$ cat config.mk
export PLATFORM = sky130hd
export DESIGN_NAME = note_recorder
export DESIGN_NICKNAME = d
export VERILOG_FILES = /design/src/rtl/note_rec_pkg.sv /design/src/rtl/sample_tick_gen.sv /design/src/rtl/note_recorder.sv
export SDC_FILE = /design/constraint.sdc
export NUM_CORES = 1
export LEC_CHECK = 0
export ABC_AREA = 1
export CAP_MARGIN = 20
export CORE_MARGIN = 10
export CORE_UTILIZATION = 40
export DETAILED_ROUTE_END_ITERATION = 6
export SLEW_MARGIN = 20
export SYNTH_ARGS = -nofsm -noshare
export SYNTH_HDL_FRONTEND = slang
export SYNTH_SLANG_ARGS = --single-unit
$ cat constraint.sdc
create_clock -name clk_5MHz -period 3.3 [get_ports clk_5MHz]
set_input_delay 0.66 -clock clk_5MHz [delete_from_list [all_inputs] [get_ports clk_5MHz]]
set_output_delay 0.66 -clock clk_5MHz [all_outputs]
set_load 0.05 [all_outputs]
$ cat src/rtl/note_rec_pkg.sv
// rtl/note_rec_pkg.sv - shared state encoding and defaults for the note recorder
package note_rec_pkg;

  typedef enum logic [1:0] {
    IDLE = 2'd0,
    REC  = 2'd1,
    PLAY = 2'd2
  } state_t;

  localparam int NOTE_OFF_DEFAULT = 0;

endpackage

$ cat src/rtl/sample_tick_gen.sv
// rtl/sample_tick_gen.sv - sample-rate divider producing a one-cycle tick every DIV cycles
module sample_tick_gen #(
  parameter int DIV = 4
) (
  input  logic clk_5MHz,
  input  logic rst_n,
  input  logic clr,
  output logic tick
);

  localparam int CW = (DIV > 2) ? $clog2(DIV) : 1;
  localparam logic [CW-1:0] LAST = CW'(DIV - 1);

  logic [CW-1:0] cnt;

  // clr realigns the phase so the first tick in a new state lands DIV cycles in
  always_ff @(posedge clk_5MHz or negedge rst_n) begin
    if (!rst_n) begin
      cnt <= '0;
    end else if (clr || cnt == LAST) begin
      cnt <= '0;
    end else begin
      cnt <= cnt + CW'(1);
    end
  end

  assign tick = (cnt == LAST);

endmodule

$ cat src/rtl/note_recorder.sv
// rtl/note_recorder.sv - record/replay engine for PS/2 note codes at a fixed sample rate
module note_recorder
  import note_rec_pkg::*;
#(
  parameter int                DATA_W    = 8,
  parameter int                DEPTH     = 128,
  parameter int                CLK_HZ    = 5_000_000,
  parameter int                SAMPLE_HZ = 16,
  parameter logic [DATA_W-1:0] NOTE_OFF  = DATA_W'(NOTE_OFF_DEFAULT)
) (
  input  logic                         clk_5MHz,
  input  logic                         rst_n,
  input  logic                         record,
  input  logic                         replay,
  input  logic                         loop,
  input  logic [DATA_W-1:0]            ps2_asci,
  output logic [DATA_W-1:0]            record_asci,
  output logic                         playing,
  output logic [$clog2(DEPTH):0]       rec_len,
  output logic                         full
);

  localparam int AW  = $clog2(DEPTH);
  localparam int DIV = CLK_HZ / SAMPLE_HZ;
  localparam logic [AW:0] DEPTH_L = (AW + 1)'(DEPTH);

  state_t              state;
  logic [AW-1:0]       wr_ptr;
  logic [AW-1:0]       rd_ptr;
  logic [AW-1:0]       last_idx;
  logic                end_flag;
  logic                tick;
  logic                clr;
  logic                we;
  logic [DATA_W-1:0]   rd_data;
  logic [DATA_W-1:0]   mem [DEPTH];

  sample_tick_gen #(
    .DIV (DIV)
  ) u_tick (
    .clk_5MHz (clk_5MHz),
    .rst_n    (rst_n),
    .clr      (clr),
    .tick     (tick)
  );

  assign full     = (rec_len == DEPTH_L);
  assign last_idx = rec_len[AW-1:0] - AW'(1);
  assign we       = (state == REC) && record && tick && !full;

  // Mirrors the FSM transition conditions so the divider restarts with each state
  always_comb begin
    clr = 1'b0;
    case (state)
      IDLE:    clr = record || (replay && rec_len != '0);
      REC:     clr = !record;
      PLAY:    clr = record || !replay || (tick && end_flag);
      default: clr = 1'b0;
    endcase
  end

  // Buffer is not reset; read port follows rd_ptr so data is ready before each tick
  always_ff @(posedge clk_5MHz) begin
    if (we) begin
      mem[wr_ptr] <= ps2_asci;
    end
    rd_data <= mem[rd_ptr];
  end

  always_ff @(posedge clk_5MHz or negedge rst_n) begin
    if (!rst_n) begin
      state       <= IDLE;
      record_asci <= NOTE_OFF;
      playing     <= 1'b0;
      rec_len     <= '0;
      wr_ptr      <= '0;
      rd_ptr      <= '0;
      end_flag    <= 1'b0;
    end else begin
      case (state)
        IDLE: begin
          if (record) begin
            state   <= REC;
            rec_len <= '0;
            wr_ptr  <= '0;
          end else if (replay && rec_len != '0) begin
            state    <= PLAY;
            rd_ptr   <= '0;
            end_flag <= 1'b0;
            playing  <= 1'b1;
          end
        end

        REC: begin
          if (!record) begin
            state <= IDLE;
          end else if (we) begin
            wr_ptr  <= wr_ptr + AW'(1);
            rec_len <= rec_len + (AW + 1)'(1);
          end
        end

        PLAY: begin
          if (record) begin
            state       <= REC;
            rec_len     <= '0;
            wr_ptr      <= '0;
            record_asci <= NOTE_OFF;
            playing     <= 1'b0;
            end_flag    <= 1'b0;
          end else if (!replay) begin
            state       <= IDLE;
            record_asci <= NOTE_OFF;
            playing     <= 1'b0;
            end_flag    <= 1'b0;
          end else if (tick) begin
            if (end_flag) begin
              state       <= IDLE;
              record_asci <= NOTE_OFF;
              playing     <= 1'b0;
              end_flag    <= 1'b0;
            end else begin
              record_asci <= rd_data;
              // loop is only consulted here, so clearing it lets the current pass finish
              if (rd_ptr == last_idx) begin
                if (loop) begin
                  rd_ptr <= '0;
                end else begin
                  end_flag <= 1'b1;
                end
              end else begin
                rd_ptr <= rd_ptr + AW'(1);
              end
            end
          end
        end

        default: begin
          state <= IDLE;
        end
      endcase
    end
  end

endmodule

==> results.md, run 1 <==
- Status: finished with violations
- Failing checks: DRC
- Worst-case hold slack: approximately 0.070 ns
- Initial Util: between 40% and 50%
- Synth async-reset ratio: under 10%
- Total gr overflow: 0
- Vias in the first global route: slightly above 30,000
- Antenna cells: 0
- EDFF count, synth: ~1,000
- Worst VDD drop: 0.391 mV
- Kind of cell adding the most delay to the critical path: buffers and inverters
- Synth Cell Area: about 46,000 um^2
- Largest net degree at the start of global routing: ~120
- R2R cell count: 11
- CTS Buf Count: between 100 and 150
- Longest Clk Path Bufs: 3
- Wirelength per Cell: around 21 um
- GRT Overall Usage: 19.4%
- Nets@finish: between 4,000 and 5,000
- ANT nets after route: 0
- Setup bufs post-CTS: 0
- Pre-antenna DRT Iters: 7
- Core Region: ~110,000 um^2
- Power per cell area: roughly 600 nW/um^2
- Row Count: 123
- Final period utilization: between 90% and 100%
- Total number of vias: 31,100
- CP arrival: 2.36 ns
- Wirelength, routed: ~130 mm
- DPL Wire Length: about 80 mm
- Critical Path End Type: output pin
- CTS tree: done
- Slew @ Worst Pin: slightly below 0.9 ns
- CP Data Required Time: 2.64 ns
- Syn nets: 4,231
- Register area: around 32,000 um^2
- CP startpoint kind: flip-flop
- Buffers on Ports: 30
- Iter 0 DRT Violations: 3,468
- Syn. warnings: 0
- Min-Delay Path Class: in -> async
- Fillers: between 10,000 and 15,000
- Yosys cell types: 29
- Post-synthesis sequential area ratio: a little over two thirds
- Ports: 31
- Max-Cap Viols: 0
- Die X-Extent: 357 um
- First-pass GRT wire length: between 150 and 200 mm
- Clock latency on the worst-skew pair: around 0.7 ns
- CP Max Fanout: 7
- Area taken by multi-input logic gates: around 12,000 um^2
- Setup-failing EPs final: 0
- Synth Register Bits: ~1,100
- Achievable Freq: between 300 and 400 MHz
- RSZ-0062 raised after global routing: no
- Worst Setup Path Type: reg -> out
- Top FF cell, synth: edfxtp_1
- Final min period: approximately 3.0 ns
- Die height: ~360 um
- Die ar.: approximately 130,000 um^2
- Routability Congestion: between 0.8 and 0.9
- CP max-delay cell: dlygate4sd2_1
- Crit path buffers/inverters: 2
- Initial antenna violation count: 1
- Setup_tns: 0 ns
- Worst-path clk slew: 0.06 ns
- Detail-routed via count per cell: between 5 and 6
- Layout Skew: just under 0.03 ns
- Clock root buffer: clkbuf_16
- CP Cell Sequence: inv_1, ha_1, nand2_1, nor2_1, dlygate4sd2_1
- Layout cells sized above 1: 9.88%
- Fin. max-slew vios: 0
- WP depth: 5
- Syn_area_per_cell: ~11 um^2
- Commonest non-fill, non-tap cells in the layout: nand2_1, edfxtp_1, nor2_1
- Residual DRC: 2
- Commonest non-fill, non-tap cell in the layout: nand2_1
- Slew headroom: a little over two fifths
- Crit path largest cell delay: about 0.56 ns
- CTS Sinks: around 1,100
- Area grow syn2layout: 15.2%
- Synth Instances: between 4,000 and 5,000
- Hold violation count in the final report: 0
- H-tree Lvls: 3
- Leakage: roughly 19 nW
[cell usage after synthesis, types with 3 or more instances]
master | n | area (um^2)
nand2_1 | 1256 | 4710
edfxtp_1 | 1024 | 30700
nor2_1 | 657 | 2470
nand3_1 | 472 | 2360
o21ai_0 | 230 | 1150
inv_1 | 114 | 428
buf_2 | 111 | 556
a21oi_1 | 66 | 330
clkbuf_1 | 63 | 236
dfrtp_1 | 53 | 1330
buf_4 | 29 | 218
buf_1 | 27 | 101
nor3_1 | 22 | 110
xor2_1 | 19 | 166
nand4_1 | 14 | 87.6
dfxtp_1 | 8 | 160
nand2_2 | 8 | 50.1
ha_1 | 6 | 75.1
nor2_2 | 6 | 37.5
or2_2 | 5 | 31.3
xnor2_1 | 4 | 35.0
and3_1 | 3 | 18.8
buf_6 | 3 | 33.8
clkinv_1 | 3 | 11.3
inv_2 | 3 | 11.3
[where the power goes]
group	switching, mW	internal [mW]
Sequential	0.0927	15.1
Clock	5.17	7.56
Combinational	2.43	0.893
Total	7.69	23.6
[worst register-to-register path, cell delays in order, from the launching register on]
cell and delay, ns:
dfrtp_1 0.50, inv_1 0.19, ha_1 0.23, nand2_1 0.07
nor2_1 0.07, nor2_1 0.11, nand4_1 0.15, inv_2 0.29
nand2_2 0.36, buf_12 0.29, nor2_1 0.12, buf_4 0.20
[final timing paths]
path	startpoint	end	slack, ns
worst min-delay path	rst_n	rd_ptr[0]$_DFFE_PN0P_	0.07
max in group asynchronous	rst_n	u_tick.cnt[5]$_DFF_PN0_	2.44
worst max-delay path	rec_len[0]$_DFFE_PN0P_	full	0.28
min in group clk_5MHz	ps2_asci[7]	mem[68][7]$_DFFE_PP_	0.42
worst min register to register	u_tick.cnt[0]$_DFF_PN0_	u_tick.cnt[0]$_DFF_PN0_	0.46
worst max register to register	rec_len[0]$_DFFE_PN0P_	mem[58][6]$_DFFE_PP_	0.43
[cells by family (layout without fill, tap and decap cells)]
logic type               Yosys count  in the layout  synth area share [%]
adder cells (fa/ha/maj)            6              6                 0.165
XOR/XNOR                          23             23                 0.442
flip-flops                      1085           1085                  70.8
AO/OA/AOI/OAI                    298            298                  3.33
AND/OR/NAND/NOR                 2447           2447                  21.8
buffers and inverters            353            583                  3.50
[timing repair]
| action | CTS | global route |
|---|---|---|
| hold buffers | 0 | 0 |
| endpoints found under the hold margin | 0 | 0 |
| endpoints found under the setup margin | 1 | 0 |
| gates resized for setup | 1 | 0 |
[registers in the layout (all words and copies together) (netlist names)]
| signal | flops |
|---|---|
| rec_len | 8 |
| mem | 1024 |
| u_tick.cnt | 19 |
| rd_ptr | 7 |
| rd_data | 8 |
| state | 2 |
| wr_ptr | 7 |
| playing | 1 |
| end_flag | 1 |
| record_asci | 8 |
[stage by stage]
step                      power, mW  setup WS, ns  utilization [%]  cell area (um^2)  cells
after floorplan                17.6         0.352                -             45500   4212
after global routing           32.4         0.146             46.5             52500   5942
after detailed placement       18.8         0.190             43.2             48800   5745
after global placement         18.8         0.277             43.2             48800   5745
final                          31.3         0.284             46.5             52500   5942
after CTS                      31.4         0.247             46.5             52500   5942
[layout make-up]
| cell class | count | share of cell area (%) |
|---|---|---|
| tap | 1500 | 3.58 |
| multi-input combinational | 2774 | 22.3 |
| clock buffer | 145 | 5.73 |
| timing repair buffer | 266 | 4.76 |
| clock inverter | 52 | 1.29 |
| sequential | 1085 | 61.5 |
| inverter | 120 | 0.887 |
[layer usage]
layer / vias to the layer above / global-route usage, % / share of wire (%)
met5: - / 0 / 0
met4: 0 / 7.22 / 3.2
met3: 205 / 2.85 / 7.6
met2: 1270 / 31.3 / 47
met1: 15000 / 26.4 / 42
li1: 14600 / - / -
No activity file was read; power rests on OpenSTA's default activity.
==> inputs of run 2 (changes only) <==
--- a/config.mk
+++ b/config.mk
@@ -9,6 +9,7 @@
 export CAP_MARGIN = 20
 export CORE_MARGIN = 10
 export CORE_UTILIZATION = 40
+export CTS_BUF_LIST = sky130_fd_sc_hd__clkbuf_4 sky130_fd_sc_hd__clkbuf_8
 export DETAILED_ROUTE_END_ITERATION = 6
 export SLEW_MARGIN = 20
 export SYNTH_ARGS = -nofsm -noshare
==> run 2 against run 1 <==
The run now ends clean; register-to-register slack lost 0.02 ns; clock power shrank 9%; critical path depth shrank 4; sequential share of layout area grew 0.27 points; hold slack gained 0.18 ns; final cell count grew 2.0%; combinational power is essentially flat; global-route usage grew 0.21 points; die area is the same.
==> results.md, run 2 (synthesis gave the netlist of run 1 again) <==
- DPL Wire Length: ~80 mm
- Slew headroom: between 40% and 50%
- Routability Congestion: 0.876
- Commonest non-fill, non-tap cells in the layout: nand2_1, edfxtp_1, nor2_1
- Top reg by flops: mem
- Area grow syn2layout: 14.7%
- CP Cell Sequence: clkdlybuf4s50_1
- Power per cell area: ~580 nW/um^2
- Setup bufs post-CTS: 0
- Initial Util: between 40% and 50%
- Initial antenna violation count: 3
- CP Max Fanout: 9
- Final min period: ~3.0 ns
- CTS tree: done
- Vias in the first global route: 30,900
- CP startpoint kind: flip-flop
- Commonest non-fill, non-tap cell in the layout: nand2_1
- ANT nets after route: 0
- Crit path buffers/inverters: 1
- Wirelength, routed: approximately 130 mm
- Pre-antenna DRT Iters: 6
- Nets@finish: ~4,400
- Iter 0 DRT Violations: 3,280
- Detail-routed via count per cell: approximately 5.2
- Max-Cap Viols: 0
- CP arrival: between 2 and 2.5 ns
- Core Region: around 110,000 um^2
- Total number of vias: roughly 31,000
- Worst-case hold slack: roughly 0.25 ns
- Status: completed
- Setup_tns: 0 ns
- Leakage: ~19 nW
- Die X-Extent: roughly 360 um
- Kind of cell adding the most delay to the critical path: buffers and inverters
- Fin. max-slew vios: 0
- Ports: 31
- RSZ-0062 raised after global routing: no
- CP Data Required Time: 2.64 ns
- CP max-delay cell: clkdlybuf4s50_1
- Hold violation count in the final report: 0
- Total gr overflow: 0
- Fillers: slightly above 10,000
- Critical Path End Type: output pin
- Die ar.: roughly 130,000 um^2
- Layout Skew: approximately 0.055 ns
- Min-Delay Path Class: in -> reg
- Clock latency on the worst-skew pair: about 0.87 ns
- GRT Overall Usage: between 10% and 20%
- Top Registers: mem x1024, u_tick.cnt x19
- Wirelength per Cell: around 21 um
- Layout cells sized above 1: a little under an eighth
- First-pass GRT wire length: 190 mm
- Crit path largest cell delay: 1.00 ns
- CTS Sinks: around 1,100
- CTS Buf Count: ~170
- Clock root buffer: clkbuf_8
- Worst Setup Path Type: reg -> out
- Setup-failing EPs final: 0
- Grt met3 use: between 3 and 4%
- Worst VDD drop: approximately 0.27 mV
- GR Util met2: 31.5%
- Final period utilization: between 90% and 100%
- Slew @ Worst Pin: between 0.8 and 0.9 ns
- Buffers on Ports: 30
- Worst-path clk slew: about 0.06 ns
- H-tree Lvls: 4
- Most Crowded Layer GR: met2
- Die height: roughly 360 um
- Longest Clk Path Bufs: 3
- M1 GR Usage: between 20% and 30%
- Residual DRC: 0
- Row Count: roughly 120
- Largest net degree at the start of global routing: between 100 and 150
- Largest register FFs: 1,024
- Achievable Freq: roughly 330 MHz
## run 2: worst paths after layout
kind	depth (start not counted)	slack, ns	to	startpoint
max	1	0.26	rec_len[2]	rec_len[2]$_DFFE_PN0P_
min in group asynchronous	2	0.41	record_asci[5]$_DFFE_PN0P_	rst_n
max in group asynchronous	3	2.07	u_tick.cnt[17]$_DFF_PN0_	rst_n
max reg2reg	10	0.41	mem[98][0]$_DFFE_PP_	rec_len[0]$_DFFE_PN0P_
min reg2reg	1	0.45	u_tick.cnt[0]$_DFF_PN0_	u_tick.cnt[0]$_DFF_PN0_
min	1	0.25	mem[68][7]$_DFFE_PP_	ps2_asci[7]
## run 2: cell type report
cell class                      count  area, um^2  area share (%)
Sequential cell                  1085       32200            61.7
Multi-Input combinational cell   2774       11700            22.4
Clock buffer                      220        2740            5.25
Timing Repair Buffer              267        2500            4.79
Tap cell                         1500        1880            3.59
Clock inverter                     92         701            1.34
Inverter                          120         465           0.891
Antenna cell                        2        5.00         0.00958
## run 2: repair_timing
action / 4_1_cts / 5_1_grt
pin swaps: 0 / 0
resized for setup: 1 / 2
hold buffers: 1 / 0
gates cloned: 0 / 0
setup endpoints to repair: 1 / 1
hold endpoints to repair: 33 / 0
## run 2: routing by layer
layer,part of all wire [%],vias to the layer above
li1,-,14800
met1,42,15000
met2,47,1291
met3,7.1,255
met4,3.5,2
met5,0.0079,-
## run 2: through the flow
stage	util [%]	cell area (um^2)	setup slack, ns	total power [mW]	cells
CTS	46.3	52200	0.0242	30.3	6058
floorplan	-	45500	0.352	17.6	4212
detailed placement	43.2	48800	0.190	18.8	5745
global route	46.3	52200	0.137	31.3	6060
global placement	43.2	48800	0.277	18.8	5745
finish	46.3	52200	0.263	30.1	6060
## run 2: where the power goes
group          total [mW]  switching, mW  internal, mW
Sequential           15.2         0.0923          15.1
Combinational        3.32           2.43         0.894
Clock                11.5           5.41          6.12
Total                30.1           7.93          22.1
